`src/rtl/i2c_seq_pkg.sv`:
```
// ---------------------------------------------------------------------------
// i2c_seq_pkg
// Shared constants for the I2C register sequencer: FSM state encoding,
// response error codes and the R/W bit values appended to the 7-bit device
// address. Imported by i2c_reg_sequencer and i2c_seq_timeout.
// ---------------------------------------------------------------------------
package i2c_seq_pkg;

   // FSM state encoding. All step states sit in one contiguous range
   // (ST_START..ST_STOP) so that isStepState can be a range check.
   localparam logic [3:0] ST_IDLE   = 4'd0;
   localparam logic [3:0] ST_START  = 4'd1;
   localparam logic [3:0] ST_ADDR_W = 4'd2;
   localparam logic [3:0] ST_REG    = 4'd3;
   localparam logic [3:0] ST_DATA_W = 4'd4;
   localparam logic [3:0] ST_RSTART = 4'd5;
   localparam logic [3:0] ST_ADDR_R = 4'd6;
   localparam logic [3:0] ST_RD     = 4'd7;
   localparam logic [3:0] ST_STOP   = 4'd8;
   localparam logic [3:0] ST_RESP   = 4'd9;

   // Response error codes
   localparam logic [1:0] ERR_OK        = 2'd0;
   localparam logic [1:0] ERR_ADDR_NACK = 2'd1;
   localparam logic [1:0] ERR_DATA_NACK = 2'd2;
   localparam logic [1:0] ERR_TIMEOUT   = 2'd3;

   // R/W bit in the address byte (also the meaning of req_rw)
   localparam logic RW_WRITE = 1'b0;
   localparam logic RW_READ  = 1'b1;

   // True for every state that issues a strobe and then waits for a done pulse
   function automatic logic isStepState(input logic [3:0] st);
      return (st != ST_IDLE) && (st <= ST_STOP);
   endfunction

endpackage

```
`src/rtl/i2c_seq_timeout.sv`:
```
// ---------------------------------------------------------------------------
// i2c_seq_timeout
// Per-step watchdog for the I2C register sequencer. Only instantiated when
// the sequencer is built with I2C_SEQ_TIMEOUT_EN defined.
//
// Ports:
//   clk        system clock
//   reset_n    asynchronous active-low reset
//   load_i     reload the counter with TIMEOUT_CYCLES (strobe issue cycle)
//   dec_i      count down one cycle (wait phase)
//   expired_o  the counter reaches zero in this wait cycle
// The counter holds its value whenever neither load_i nor dec_i is high.
// ---------------------------------------------------------------------------
module i2c_seq_timeout
   import i2c_seq_pkg::*;
#(
   parameter int unsigned TIMEOUT_CYCLES = 65535
)(
   input  logic clk,
   input  logic reset_n,
   input  logic load_i,
   input  logic dec_i,
   output logic expired_o
);

   localparam int unsigned CntW = (TIMEOUT_CYCLES < 2) ? 1 : $clog2(TIMEOUT_CYCLES + 1);
   localparam logic [CntW-1:0] LoadVal = CntW'(TIMEOUT_CYCLES);

   logic [CntW-1:0] count_q;
   logic [CntW-1:0] count_d;

   // Reload on every strobe, count down while waiting, saturate at zero.
   always_comb begin
      count_d = count_q;
      if (load_i) begin
         count_d = LoadVal;
      end else if (dec_i && (count_q != '0)) begin
         count_d = count_q - CntW'(1);
      end
   end

   always_ff @(posedge clk or negedge reset_n) begin
      if (!reset_n) begin
         count_q <= '0;
      end else begin
         count_q <= count_d;
      end
   end

   // Expiry is flagged in the wait cycle that takes the count to zero, so
   // with a limit of N the FSM leaves the step after exactly N wait cycles.
   assign expired_o = dec_i && (count_q <= CntW'(1));

endmodule

```
`src/rtl/i2c_reg_sequencer.sv`:
```
// ---------------------------------------------------------------------------
// i2c_reg_sequencer
// Drives the byte-level command strobes of i2c_core to perform complete
// single-byte register writes and reads on a 7-bit I2C device. One request
// is accepted at a time; the result comes back on a one-cycle response pulse.
//
// Ports:
//   clk, reset_n                 clock, asynchronous active-low reset
//   req_valid / req_ready        request handshake (ready only in IDLE)
//   req_rw, req_dev, req_reg,
//   req_wdata                    request fields, captured on acceptance
//   rsp_valid, rsp_rdata,
//   rsp_err                      one-cycle response (0 OK, 1 addr NACK,
//                                2 reg/data NACK, 3 timeout)
//   core_start, core_stop,
//   core_write, core_read_ack,
//   core_read_nack, core_txdata  command strobes and byte to i2c_core
//   core_rxdata, core_ack_fail,
//   core_*_done                  status and completion pulses from i2c_core
//
// Build option: define I2C_SEQ_TIMEOUT_EN to add a per-step watchdog of
// TIMEOUT_CYCLES clock cycles. Without it the FSM waits indefinitely.
// ---------------------------------------------------------------------------
module i2c_reg_sequencer
   import i2c_seq_pkg::*;
#(
   parameter int unsigned TIMEOUT_CYCLES = 65535
)(
   input  logic       clk,
   input  logic       reset_n,
   input  logic       req_valid,
   output logic       req_ready,
   input  logic       req_rw,
   input  logic [6:0] req_dev,
   input  logic [7:0] req_reg,
   input  logic [7:0] req_wdata,
   output logic       rsp_valid,
   output logic [7:0] rsp_rdata,
   output logic [1:0] rsp_err,
   output logic       core_start,
   output logic       core_stop,
   output logic       core_write,
   output logic       core_read_ack,
   output logic       core_read_nack,
   output logic [7:0] core_txdata,
   input  logic [7:0] core_rxdata,
   input  logic       core_ack_fail,
   input  logic       core_rx_done,
   input  logic       core_tx_done,
   input  logic       core_start_done,
   input  logic       core_stop_done
);

   logic [3:0] state_q,     state_d;
   logic       waitPhase_q, waitPhase_d;
   logic [7:0] txData_q,    txData_d;
   logic [7:0] rdata_q,     rdata_d;
   logic [1:0] err_q,       err_d;

   logic       reqRw_q;
   logic [6:0] reqDev_q;
   logic [7:0] reqReg_q;
   logic [7:0] reqWdata_q;

   logic accept;
   logic issueCycle;
   logic waitCycle;
   logic stepDone;
   logic timeoutExpired;

   assign req_ready  = (state_q == ST_IDLE);
   assign accept     = req_valid && req_ready;
   assign issueCycle = isStepState(state_q) && !waitPhase_q;
   assign waitCycle  = isStepState(state_q) &&  waitPhase_q;

   // Strobes are decoded from the registered state, so each one is high for
   // exactly the single issue cycle of its step and drops to 0 on reset.
   assign core_start     = issueCycle && ((state_q == ST_START) || (state_q == ST_RSTART));
   assign core_write     = issueCycle && ((state_q == ST_ADDR_W) || (state_q == ST_REG) ||
                                          (state_q == ST_DATA_W) || (state_q == ST_ADDR_R));
   assign core_read_nack = issueCycle && (state_q == ST_RD);
   assign core_stop      = issueCycle && (state_q == ST_STOP);
   assign core_read_ack  = 1'b0;
   assign core_txdata    = txData_q;

   // Response fields are forced to 0 outside RESP; read data only shows for
   // a read that completed without error.
   assign rsp_valid = (state_q == ST_RESP);
   assign rsp_err   = rsp_valid ? err_q : ERR_OK;
   assign rsp_rdata = (rsp_valid && (err_q == ERR_OK)) ? rdata_q : 8'h00;

   // Only the completion pulse belonging to the current step is listened to;
   // anything else the core reports is ignored.
   always_comb begin
      stepDone = 1'b0;
      case (state_q)
         ST_START, ST_RSTART:                     stepDone = core_start_done;
         ST_ADDR_W, ST_REG, ST_DATA_W, ST_ADDR_R: stepDone = core_tx_done;
         ST_RD:                                   stepDone = core_rx_done;
         ST_STOP:                                 stepDone = core_stop_done;
         default:                                 stepDone = 1'b0;
      endcase
   end

`ifdef I2C_SEQ_TIMEOUT_EN
   i2c_seq_timeout #(
      .TIMEOUT_CYCLES (TIMEOUT_CYCLES)
   ) uTimeout (
      .clk       (clk),
      .reset_n   (reset_n),
      .load_i    (issueCycle),
      .dec_i     (waitCycle),
      .expired_o (timeoutExpired)
   );
`else
   assign timeoutExpired = 1'b0;
   // The limit has no effect in this build; this empty branch is the only
   // place it is referenced.
   if (TIMEOUT_CYCLES == 0) begin : gNoWatchdog
   end
`endif

   // Step sequencing. Each step spends one issue cycle (strobe high) and then
   // waits for its done pulse; the next step's byte is loaded into txData on
   // the same edge that enters its issue cycle. A NACK diverts to STOP, a
   // watchdog expiry goes straight to RESP without a STOP.
   always_comb begin
      state_d     = state_q;
      waitPhase_d = waitPhase_q;
      txData_d    = txData_q;
      rdata_d     = rdata_q;
      err_d       = err_q;
      case (state_q)
         ST_IDLE: begin
            if (req_valid) begin
               state_d     = ST_START;
               waitPhase_d = 1'b0;
               err_d       = ERR_OK;
               rdata_d     = 8'h00;
            end
         end
         ST_RESP: begin
            state_d  = ST_IDLE;
            txData_d = 8'h00;
         end
         ST_START, ST_ADDR_W, ST_REG, ST_DATA_W, ST_RSTART, ST_ADDR_R, ST_RD, ST_STOP: begin
            if (!waitPhase_q) begin
               waitPhase_d = 1'b1;
            end else if (stepDone) begin
               waitPhase_d = 1'b0;
               case (state_q)
                  ST_START: begin
                     state_d  = ST_ADDR_W;
                     txData_d = {reqDev_q, RW_WRITE};
                  end
                  ST_ADDR_W: begin
                     if (core_ack_fail) begin
                        err_d   = ERR_ADDR_NACK;
                        state_d = ST_STOP;
                     end else begin
                        state_d  = ST_REG;
                        txData_d = reqReg_q;
                     end
                  end
                  ST_REG: begin
                     if (core_ack_fail) begin
                        err_d   = ERR_DATA_NACK;
                        state_d = ST_STOP;
                     end else if (reqRw_q == RW_READ) begin
                        state_d = ST_RSTART;
                     end else begin
                        state_d  = ST_DATA_W;
                        txData_d = reqWdata_q;
                     end
                  end
                  ST_DATA_W: begin
                     if (core_ack_fail) begin
                        err_d = ERR_DATA_NACK;
                     end
                     state_d = ST_STOP;
                  end
                  ST_RSTART: begin
                     state_d  = ST_ADDR_R;
                     txData_d = {reqDev_q, RW_READ};
                  end
                  ST_ADDR_R: begin
                     if (core_ack_fail) begin
                        err_d   = ERR_ADDR_NACK;
                        state_d = ST_STOP;
                     end else begin
                        state_d = ST_RD;
                     end
                  end
                  ST_RD: begin
                     rdata_d = core_rxdata;
                     state_d = ST_STOP;
                  end
                  ST_STOP: begin
                     state_d = ST_RESP;
                  end
                  default: begin
                     state_d = ST_IDLE;
                  end
               endcase
            end else if (timeoutExpired) begin
               waitPhase_d = 1'b0;
               err_d       = ERR_TIMEOUT;
               state_d     = ST_RESP;
            end
         end
         default: begin
            state_d     = ST_IDLE;
            waitPhase_d = 1'b0;
            txData_d    = 8'h00;
         end
      endcase
   end

   always_ff @(posedge clk or negedge reset_n) begin
      if (!reset_n) begin
         state_q     <= ST_IDLE;
         waitPhase_q <= 1'b0;
         txData_q    <= 8'h00;
         rdata_q     <= 8'h00;
         err_q       <= ERR_OK;
      end else begin
         state_q     <= state_d;
         waitPhase_q <= waitPhase_d;
         txData_q    <= txData_d;
         rdata_q     <= rdata_d;
         err_q       <= err_d;
      end
   end

   // Request fields are frozen at acceptance so the requester may change the
   // inputs freely while the transaction runs.
   always_ff @(posedge clk or negedge reset_n) begin
      if (!reset_n) begin
         reqRw_q    <= RW_WRITE;
         reqDev_q   <= 7'h00;
         reqReg_q   <= 8'h00;
         reqWdata_q <= 8'h00;
      end else if (accept) begin
         reqRw_q    <= req_rw;
         reqDev_q   <= req_dev;
         reqReg_q   <= req_reg;
         reqWdata_q <= req_wdata;
      end
   end

endmodule

```
`config.mk`:
```
export PLATFORM = sky130hd
export DESIGN_NAME = i2c_reg_sequencer
export DESIGN_NICKNAME = d
export VERILOG_FILES = /design/src/rtl/i2c_seq_pkg.sv /design/src/rtl/i2c_seq_timeout.sv /design/src/rtl/i2c_reg_sequencer.sv
export SDC_FILE = /design/constraint.sdc
export NUM_CORES = 1
export LEC_CHECK = 0
export ABC_AREA = 1
export CAP_MARGIN = 10
export CORE_MARGIN = 5
export CORE_UTILIZATION = 30
export CTS_CLUSTER_SIZE = 30
export DETAILED_ROUTE_END_ITERATION = 10
export SYNTH_ARGS = -nofsm -noshare
export SYNTH_HDL_FRONTEND = slang
export SYNTH_SLANG_ARGS = --single-unit
```
`constraint.sdc`:
```
create_clock -name clk -period 3.25 [get_ports clk]
set_input_delay 0.975 -clock clk [delete_from_list [all_inputs] [get_ports clk]]
set_output_delay 0.975 -clock clk [all_outputs]
set_load 0.01 [all_outputs]
```
==> summary.txt <==
Run status
  • Status: finished, final reports clean

Timing
  • Max frequency: 319 MHz
  • Period utilization: 0.964
  • Period minus WS final: 3.13 ns
  • Worst Clk Skew: 0.00552 ns
  • Final hold vios: 0
  • Final setup vio count: 0
  • Actual slew at the worst max-slew pin: 0.619 ns
  • Hold slack final: 0.485 ns
  • Post-route setup slack: 0.117 ns
  • Slew Limit Fails: 0
  • Slew HR: 0.586

Synth
  • Ys flop type: dfrtp_1
  • Seq/Total Area, Yosys: 0.483
  • Synth area leaders: dfrtp_1 (48%), nand2_1 (7.7%), mux2_1 (7.4%)
  • Share of the synthesized area in the top cell type: 0.483
  • Synth top cells by count: nand2_1 (50), dfrtp_1 (47), nor2_1 (46)
  • Post-synthesis async set-or-reset flop share: 1.00
  • Cell with the most instances after synthesis: nand2_1
  • Warnings, synthesis: 0
  • Count of different cell masters after synthesis: 28
  • Synth Instances: 287
  • Mapped Area: 0.00244 sq mm
  • Biggest area consumer among synthesized cells: dfrtp_1
  • Syn_area_per_cell: 8.49 sq um
  • Number of synthesized flops with an enable pin: 0
  • Syn_nets: 327
  • Synthesized flop and latch total: 47

Clock network
  • CTS buffer count: 5
  • CTS tree: yes
  • Max clock buf depth: 2
  • H-Tree Depth: 2
  • CTS clk-pin slew, worst paths: 0.09 ns
  • Root Buffer: clkbuf_8
  • Skew-Pair Late Insertion Delay: 0.30 ns
  • Clock sinks: 47

Die
  • Num rows: 32
  • Die area: 0.0100 sq mm
  • Core Region: 0.00781 sq mm
  • I/O pin count: 65
  • Horiz. Die Dim: 100 um
  • Initial Utilization: 0.312
  • Die Ht: 100 um

Detailed routing
  • 1st-pass router iterations: 4
  • Drt drc: 0
  • Vias per cell: 4.58
  • DRT Wirelength: 6.17 mm
  • Vias: 2,087
  • Routed WL per cell: 13.5 um
  • Initial DRC Count: 89
  • Antenna-violating nets left: 0

Pwr
  • Power Dens Cells: 835 mW/mm^2
  • Worst vdd ir: 0.337 mV
  • Leak: 1.56 nW

Critical path
  • CP Launch Type: flip-flop
  • Critical path type: reg2out
  • CP endpoint kind: output port
  • FF-to-FF setup slack: 1.36 ns
  • Largest fanout on the critical path: 5
  • Worst Path Arrival: 2.16 ns
  • WP data required: 2.27 ns

Cells and area
  • Final core utilization: 0.418
  • Area of the multi-input gates: 0.00106 sq mm
  • Fillers: 799
  • Final #Nets: 393
  • Antenna cells: 0
  • FF+latch area: 0.00118 sq mm
  • Area growth syn-to-layout: 34.1%
  • Layout cells sized above 1: 0.119

Place
  • Pre-CTS worst setup slack: 0.276 ns
  • GPL Wtd Cong: 0.899
  • Hpwl dp: 4.61 mm
  • IO buf count: 63

Global route
  • Initial antenna violation count: 0
  • Remaining Overflow, GRT: 0
  • Global-route wire length before repair: 10.3 mm
  • Vias in the first global route: 2,114
  • Tot GR Track Use: 0.128
  • Largest net degree at the start of global routing: 32

Min path
  • Hold Path Class: reg2reg

Run
  • Max Cap Violations: 0
[stage by stage]
stage	cells	area [sq um]	total power, W	setup TNS (ns)
2_1_floorplan	287	2440	0.00196	0
3_3_place_gp	446	3150	0.00233	0
3_5_place_dp	446	3150	0.00235	0
4_1_cts	454	3240	0.00273	0
5_1_grt	456	3270	0.00298	-0.0156
6_report	456	3270	0.00273	0
[layout make-up]
type,instances,share of cell area
Sequential cell,47,0.360
Multi-Input combinational cell,190,0.325
Timing Repair Buffer,67,0.201
Inverter,42,0.0483
Tap cell,102,0.0391
Clock buffer,5,0.0211
Clock inverter,3,0.00574
[final timing paths]
kind / from / to / cells past startpoint
setup reg to reg: state_q[3] / reqReg_q[3] / 5
hold / removal: rdata_q[6] / rdata_q[6] / 2
max in group asynchronous: reset_n / state_q[3] / 2
hold reg to reg: rdata_q[6] / rdata_q[6] / 2
min in group asynchronous: reset_n / reqReg_q[1] / 1
setup / recovery: state_q[3] / core_write / 7
[routing by layer]
metal	share of wire	up-vias	global-route usage
li1	-	1053	-
met3	0.070	5	0.0403
met1	0.45	968	0.166
met2	0.47	61	0.209
met5	0	-	0
met4	0.0073	0	0.0321
[report_power, final]
group	switching, W	total, W	leakage [nW]	internal (W)
registers	0.000158	0.000994	0.577	0.000836
logic	0.000826	0.00137	0.936	0.000547
clock network	0.000210	0.000361	0.0483	0.000152
[repair_timing]
item | in CTS | in global routing
hold buffers | 0 | 0
gates resized for setup | 2 | 2
setup endpoints to repair | 10 | 10
pin swaps | 0 | 1
hold endpoints to repair | 0 | 0
setup buffers | 0 | 2
[critical path: stages, from the launching register on]
cell and delay [ns]:
dfrtp_2 0.46, inv_2 0.08, nor2_2 0.14, nand2_2 0.13
a21oi_4 0.20, nand2_2 0.11, a31oi_1 0.17, clkdlybuf4s50_1 0.57
[cell families (layout without fill, tap and decap cells)]
logic type | after synthesis | in the layout | share of synthesized area
compound gates | 28 | 28 | 0.0750
other cells | 1 | 1 | 0.00154
simple gates | 144 | 144 | 0.275
mux | 17 | 17 | 0.0786
buf+inv | 50 | 117 | 0.0868
flops | 47 | 47 | 0.483
[layout by cell type (no fill, tap or decap)]
cell type and n:
a21oi_1 10, a21oi_4 1, a221oi_1 6, a22o_1 1, a31oi_1 1, buf_2 1
buf_4 4, clkbuf_8 5, clkdlybuf4s50_1 62, clkinv_2 2, conb_1 1, dfrtp_1 46
dfrtp_2 1, inv_1 37, inv_2 5, inv_6 1, mux2_1 16, mux2_2 1
nand2_1 50, nand2_2 9, nand2_4 1, nand3_1 16, nand3_2 4, nand4_1 12
nand4_4 1, nor2_1 45, nor2_2 4, nor2_4 1, o21ai_0 1, o21ai_1 7
o21ai_2 1, or2_1 1
[flip-flops by register name (all words and copies together), names as in the netlist]
register,count
core_txdata,8
err_q,2
rdata_q,8
reqDev_q,7
reqReg_q,8
reqRw_q,1
reqWdata_q,8
state_q,4
waitPhase_q,1
(Power assumes the default switching activity.)
